File: config.mk
export PLATFORM = sky130hd
export DESIGN_NAME = tt_um_hoene_rgb_frame_receiver
export DESIGN_NICKNAME = d
export VERILOG_FILES = /design/src/rtl/tt_um_hoene_rgb_frame_receiver_pkg.sv /design/src/rtl/tt_um_hoene_rgb_frame_receiver.sv
export SDC_FILE = /design/constraint.sdc
export NUM_CORES = 1
export LEC_CHECK = 0
export CAP_MARGIN = 40
export CORE_ASPECT_RATIO = 1.4
export CORE_MARGIN = 2
export CORE_UTILIZATION = 36
export DETAILED_ROUTE_END_ITERATION = 10
export HOLD_SLACK_MARGIN = 0.08
export PLACE_DENSITY = 0.62
export SYNTH_ARGS = -nofsm -noshare
export SYNTH_HDL_FRONTEND = slang
export SYNTH_SLANG_ARGS = --single-unit
File: constraint.sdc
create_clock -name clk -period 3.7 [get_ports clk]
set_input_delay 0.37 -clock clk [delete_from_list [all_inputs] [get_ports clk]]
set_output_delay 0.37 -clock clk [all_outputs]
set_load 0.02 [all_outputs]
File: src/rtl/tt_um_hoene_rgb_frame_receiver_pkg.sv
// tt_um_hoene_rgb_frame_receiver_pkg: shared frame sizing and receiver state encoding
package tt_um_hoene_rgb_frame_receiver_pkg;
    localparam int DEF_COLOR_BITS = 10;
    localparam int DEF_CNT_W = 5;
    typedef enum logic [1:0] {
        IDLE = 2'd0,
        RECV = 2'd1,
        FWD  = 2'd2,
        ERR  = 2'd3
    } rx_state_t;
endpackage

File: src/rtl/tt_um_hoene_rgb_frame_receiver.sv
// tt_um_hoene_rgb_frame_receiver: assembles one RGB frame per burst and forwards surplus bits
module tt_um_hoene_rgb_frame_receiver
    import tt_um_hoene_rgb_frame_receiver_pkg::*;
#(
    parameter int COLOR_BITS = DEF_COLOR_BITS,
    parameter int CNT_W = DEF_CNT_W
) (
    input  logic                  clk,
    input  logic                  rst_n,
    input  logic                  in_data,
    input  logic                  in_clk,
    input  logic                  in_error,
    input  logic                  in_insync,
    output logic [COLOR_BITS-1:0] data_red,
    output logic [COLOR_BITS-1:0] data_green,
    output logic [COLOR_BITS-1:0] data_blue,
    output logic                  frame_valid,
    output logic                  frame_drop,
    output logic                  fwd_data,
    output logic                  fwd_clk
);
    localparam int FRAME_BITS = 3 * COLOR_BITS;

    rx_state_t state, next_state;
    logic insync_q;
    logic [CNT_W-1:0] count;
    logic [FRAME_BITS-1:0] shift_reg;
    logic burst_end, bit_ok, shift_en, fwd_en, commit, drop;

    always_ff @(posedge clk or negedge rst_n)
        if (!rst_n) state <= IDLE;
        else state <= next_state;

    // Burst end takes priority over error and bit strobes in every active state
    always_comb begin
        next_state = state;
        shift_en = 1'b0;
        fwd_en = 1'b0;
        commit = 1'b0;
        drop = 1'b0;
        burst_end = insync_q & ~in_insync;
        bit_ok = in_clk & in_insync & ~in_error;
        case (state)
            IDLE: next_state = in_insync ? RECV : IDLE;
            RECV: begin
                if (burst_end) begin
                    drop = 1'b1;
                    next_state = IDLE;
                end else if (in_error) next_state = ERR;
                else if (bit_ok) begin
                    shift_en = 1'b1;
                    next_state = (count == CNT_W'(FRAME_BITS - 1)) ? FWD : RECV;
                end
            end
            FWD: begin
                if (burst_end) begin
                    commit = ~in_error;
                    drop = in_error;
                    next_state = IDLE;
                end else if (in_error) next_state = ERR;
                else fwd_en = bit_ok;
            end
            ERR: begin
                drop = burst_end;
                next_state = in_insync ? ERR : IDLE;
            end
            default: next_state = IDLE;
        endcase
    end

    always_ff @(posedge clk or negedge rst_n)
        if (!rst_n) begin
            insync_q <= 1'b0;
            count <= '0;
            shift_reg <= '0;
            data_red <= '0;
            data_green <= '0;
            data_blue <= '0;
            frame_valid <= 1'b0;
            frame_drop <= 1'b0;
            fwd_data <= 1'b0;
            fwd_clk <= 1'b0;
        end else begin
            insync_q <= in_insync;
            frame_valid <= commit;
            frame_drop <= drop;
            fwd_clk <= fwd_en;
            if (fwd_en) fwd_data <= in_data;
            if (state == IDLE) count <= '0;
            else if (shift_en) count <= count + 1'b1;
            if (shift_en) shift_reg <= {shift_reg[FRAME_BITS-2:0], in_data};
            if (commit) begin
                data_red <= shift_reg[FRAME_BITS-1 -: COLOR_BITS];
                data_green <= shift_reg[2*COLOR_BITS-1 -: COLOR_BITS];
                data_blue <= shift_reg[COLOR_BITS-1:0];
            end
        end
endmodule

* Word-level counts from Yosys, hierarchy flattened *
Cells that the tools add are included.
Widths: inputs -> output; s select.

storage, ports and cells
  register bits = 72
  bits of input ports = 6
  output and inout bits = 34

operators by class
  add/subtract/negate cells = 1
  equality and inequality tests = 6
  muxes and demuxes = 23
  bitwise logic cells = 5
  reductions and logical operators = 3

operators with widths
  cell                 count
  $mux 2               7
  $mux 1               12
  $mux 5               2
  $pmux 2 s4           1
  $add 5x1->5 const B  1
  $eq 5x5->1 const B   1
  $eq 2x2->1 const B   2
  $ne 4x4->1 const B   1
  $and 1x1->1          3
  $ne 3x3->1 const B   1
  $pmux 1 s3           1
  $eq 2x1->1 const B   1
  $logic_not 2->1      1
  $not 1->1            2
  $reduce_and 2->1     1
  $reduce_bool 2->1    1

* Depth between registers and ports, before layout *
  depth in word-level cells = 8
  gate-level depth with buffers = 6

* Worst setup path before layout *
No wires, ideal clock.

  kind = reg-to-reg
  start point = register state[0]
  end point = register data_blue[1]
  arrival time = 1,502 ps
  setup slack = 2,073 ps
  stages on the path, launching flop included = 7
  path through = dfrtp_1 buf_2 nand2b_4 or3_1 buf_6 buf_12 mux2_4

on the way
  word-level cells in the longest chain between the ends = 2

RTL lines
  what                    line                                  RTL
  start, declared         tt_um_hoene_rgb_frame_receiver.sv:24  rx_state_t state, next_state;
  start signal, assigned  tt_um_hoene_rgb_frame_receiver.sv:32  else state <= next_state;
  $eq 2x2->1              tt_um_hoene_rgb_frame_receiver.sv:43  case (state)
  $mux 1                  tt_um_hoene_rgb_frame_receiver.sv:43
  end signal, assigned    tt_um_hoene_rgb_frame_receiver.sv:95  data_blue <= shift_reg[COLOR_BITS-1:0];
  end, declared           tt_um_hoene_rgb_frame_receiver.sv:16  output logic [COLOR_BITS-1:0] data_blue,

Every way passes these cells.
A chain may end at the register's enable or synchronous reset.

* Final worst setup path *
  start point = input port in_insync
  end point = register data_green[1]

on the way
  word-level cells in the longest chain between the ends = 4

RTL lines
  what                  line                                  RTL
  start, declared       tt_um_hoene_rgb_frame_receiver.sv:13  input logic in_insync,
  $not 1->1             tt_um_hoene_rgb_frame_receiver.sv:41  burst_end = insync_q & ~in_insync;
  $and 1x1->1           tt_um_hoene_rgb_frame_receiver.sv:41
  $mux 1                tt_um_hoene_rgb_frame_receiver.sv:56  if (burst_end) begin
  $mux 1                tt_um_hoene_rgb_frame_receiver.sv:43
  end signal, assigned  tt_um_hoene_rgb_frame_receiver.sv:94  data_green <= shift_reg[2*COLOR_BITS-1 -: COLOR_BITS];
  end, declared         tt_um_hoene_rgb_frame_receiver.sv:15  output logic [COLOR_BITS-1:0] data_green,

Every way passes these cells.

==> flow_metrics.py <==
metrics = {
    "final_layout": {
        "largest_register_ff_count": 30,
        "area_delta_synth_final_pct": 27.1,
        "final_common_cell": "dfrtp_1",
        "drive_gt1_share_pct": 35.3,
        "nFillCells": 739,
        "final_net_count": 244,
        "final_cell_mix": "dfrtp_1 (72), clkdlybuf4s50_1 (38), mux2_2 (32), mux2_4 (29), clkbuf_16 (9)",
        "final_core_util_pct": 47.0,
        "diodes": 0,
    },
    "clock_network": {
        "clk_path_buf_depth": 2,
        "clock-sinks": 72,
        "clkTransAtPathRegs_ns": 0.05,
        "numCtsBuffers": 9,
        "cts_root_buf": "clkbuf_16",
        "cts_tree": "built",
        "clock_latency_ns": 0.32,
        "cts_setup_buffers": 0,
        "ctsHtreeMaxLevel": 3,
    },
    "floorplan": {
        "rows": 39,
        "ios": 40,
        "dieWidth_um": 81.1,
        "coreArea_um2": 8100,
        "chipHeight_um": 112,
        "dieArea_um2": 9080,
        "start_util_pct": 37.0,
    },
    "critical_path": {
        "critPathCapture": "data_green[1]",
        "crit_cells": 5,
        "worst_r2r_startpoint": "state[1]",
        "cp_num_buf_inv": 2,
        "required_ns": 3.90,
        "worstPathCellList": "clkdlybuf4s50_1, nand2b_1, or3_2, buf_16, mux2_4",
        "cpPeakStageDelay_ns": 0.75,
        "ff2ff_setup_slack_ns": 1.63,
        "critPathKind": "input port to register",
        "path_max_fanout": 16,
        "cp-startpoint": "in_insync",
        "rr_worst_depth": 4,
        "startpoint_type": "input port",
        "arrival_ns": 2.49,
        "timing.rr.end": "data_green[1]",
        "end_kind": "register",
        "path_delay_family": "simple AND/OR/NAND/NOR gates",
        "crit_path_top_delay_cell": "or3_2",
    },
    "timing": {
        "finalSetupViolCount": 0,
        "tightest_slew_ns": 0.571,
        "fmax_mhz": 438,
        "fin_crit_sh_pct": 61.7,
        "max_slew_margin_pct": 61.9,
        "maxSlewViolCount": 0,
        "finalCriticalPeriod_ns": 2.28,
        "hold_violations": 0,
        "fin_skew_ns": 0.00541,
        "holdWs_ns": 0.507,
        "fin_tns_setup_ns": 0,
        "rsz0062_at_grt": "false",
    },
    "routing": {
        "vias": 1575,
        "first_pass_iters": 4,
        "routed_wl_um": 4770,
        "drt_iter0_markers": 80,
        "antenna_left": 0,
        "via_per_inst": 4.59,
        "wire_per_inst_um": 13.9,
        "drc": 0,
    },
    "hold_path": {
        "hp-class": "input port to async pin",
    },
    "synthesis": {
        "netlist_area_um2": 3000,
        "netlist-cell-type-count": 29,
        "syn_inst": 190,
        "ys_warn_count": 0,
        "yosysSeqAreaShare_pct": 60.1,
        "synth_fp_nets": 198,
        "ys_seq_elements": 72,
        "avgSynthCellArea_um2": 15.8,
    },
    "grt": {
        "grt_use_total_pct": 11.8,
        "grt_pass1_vias": 1676,
        "grt_pass1_wl_um": 8050,
        "grt_overflow": 0,
        "grt_max_degree": 47,
        "antenna_found_initial": 0,
    },
    "placed_design": {
        "gp_congestion": 0.708,
        "hpwl_um": 3290,
        "numPortBuffers": 39,
    },
    "status": {
        "status": "finished, final reports clean",
    },
    "power": {
        "power_density_nw_per_um2": 550,
        "ir_drop_mv": 0.280,
        "p_leak_uw": 0.00189,
    },
    "flow_run": {
        "cap_violations": 0,
    },
}
-- layout make-up --
class	instances	area, um2	area share, %
multi-input combinational	102	1070	28.2
tap	102	128	3.35
sequential	72	1800	47.3
timing repair buffer	44	468	12.3
clock buffer	10	229	6.01
inverter	7	26.3	0.690
clock inverter	6	83.8	2.20
-- stage by stage --
| step | total power [uW] | worst slack [ns] | instance area, um2 | cells |
|---|---|---|---|---|
| final | 2090 | 1.42 | 3810 | 343 |
| after global routing | 2190 | 1.33 | 3810 | 343 |
| after CTS | 2120 | 1.41 | 3810 | 343 |
| after detailed placement | 1220 | 1.07 | 3490 | 326 |
| after global placement | 1200 | 1.10 | 3430 | 324 |
| after floorplan | 1110 | 2.07 | 3000 | 190 |
-- metal layers --
metal  part of all wire (%)  up-vias  track usage, %
li1                       -      755               -
met1                     41      786            13.9
met2                     53       25            19.2
met3                    2.8        9            2.35
met4                    2.8        0            7.46
met5                      0        -               0
-- worst min-delay path by stage --
stage	start	end	slack (ns)
after global placement	shift_reg[29]	data_red[9]	0.49
after global routing	data_blue[6]	data_blue[6]	0.53
after detailed placement	rst_n	insync_q	0.31
final	rst_n	insync_q	0.51
after CTS	rst_n	fwd_data	0.51
after floorplan	rst_n	count[0]	0.07
-- repair_timing --
action	4_1_cts	5_1_grt
hold buffers	1	0
resized for setup	0	0
endpoints found under the hold margin	26	0
-- cell usage after synthesis --
master	count	area (um2)
buf_4	3	22.5
nand3b_4	1	20.0
a21o_1	1	7.51
mux2_2	32	360
a21oi_1	3	15.0
ha_1	2	25.0
buf_6	1	11.3
o21a_1	1	7.51
o22ai_1	1	6.26
o31ai_1	1	7.51
nor2_1	7	26.3
o21ai_0	6	30.0
o211ai_1	1	7.51
o32ai_1	1	8.76
nand4_1	1	6.26
mux2_4	29	435
dfrtp_1	72	1800
nand2b_4	1	13.8
a21boi_0	1	7.51
o2111ai_1	1	8.76
buf_12	3	60.1
nand2b_1	3	18.8
xor2_1	1	8.76
buf_2	2	10.0
inv_1	7	26.3
or3_1	1	6.26
nand2_1	4	15.0
nand3_1	2	10.0
nor3b_2	1	12.5
-- cell families after synthesis --
kind of cell	after synthesis	share of synthesized area [%]
AO/OA/AOI/OAI	17	3.55
AND/OR/NAND/NOR	21	4.30
XOR/XNOR	1	0.292
buffers and inverters	16	4.34
multiplexers	61	26.6
adder cells (fa/ha/maj)	2	0.835
flip-flops	72	60.1
-- power breakdown --
group | switching, uW | internal (uW) | leakage [uW]
logic | 124 | 153 | 0.000740
registers | 67.5 | 854 | 0.000990
clock network | 307 | 587 | 0.000156
total | 498 | 1590 | 0.00189
(Power assumes the default switching activity.)
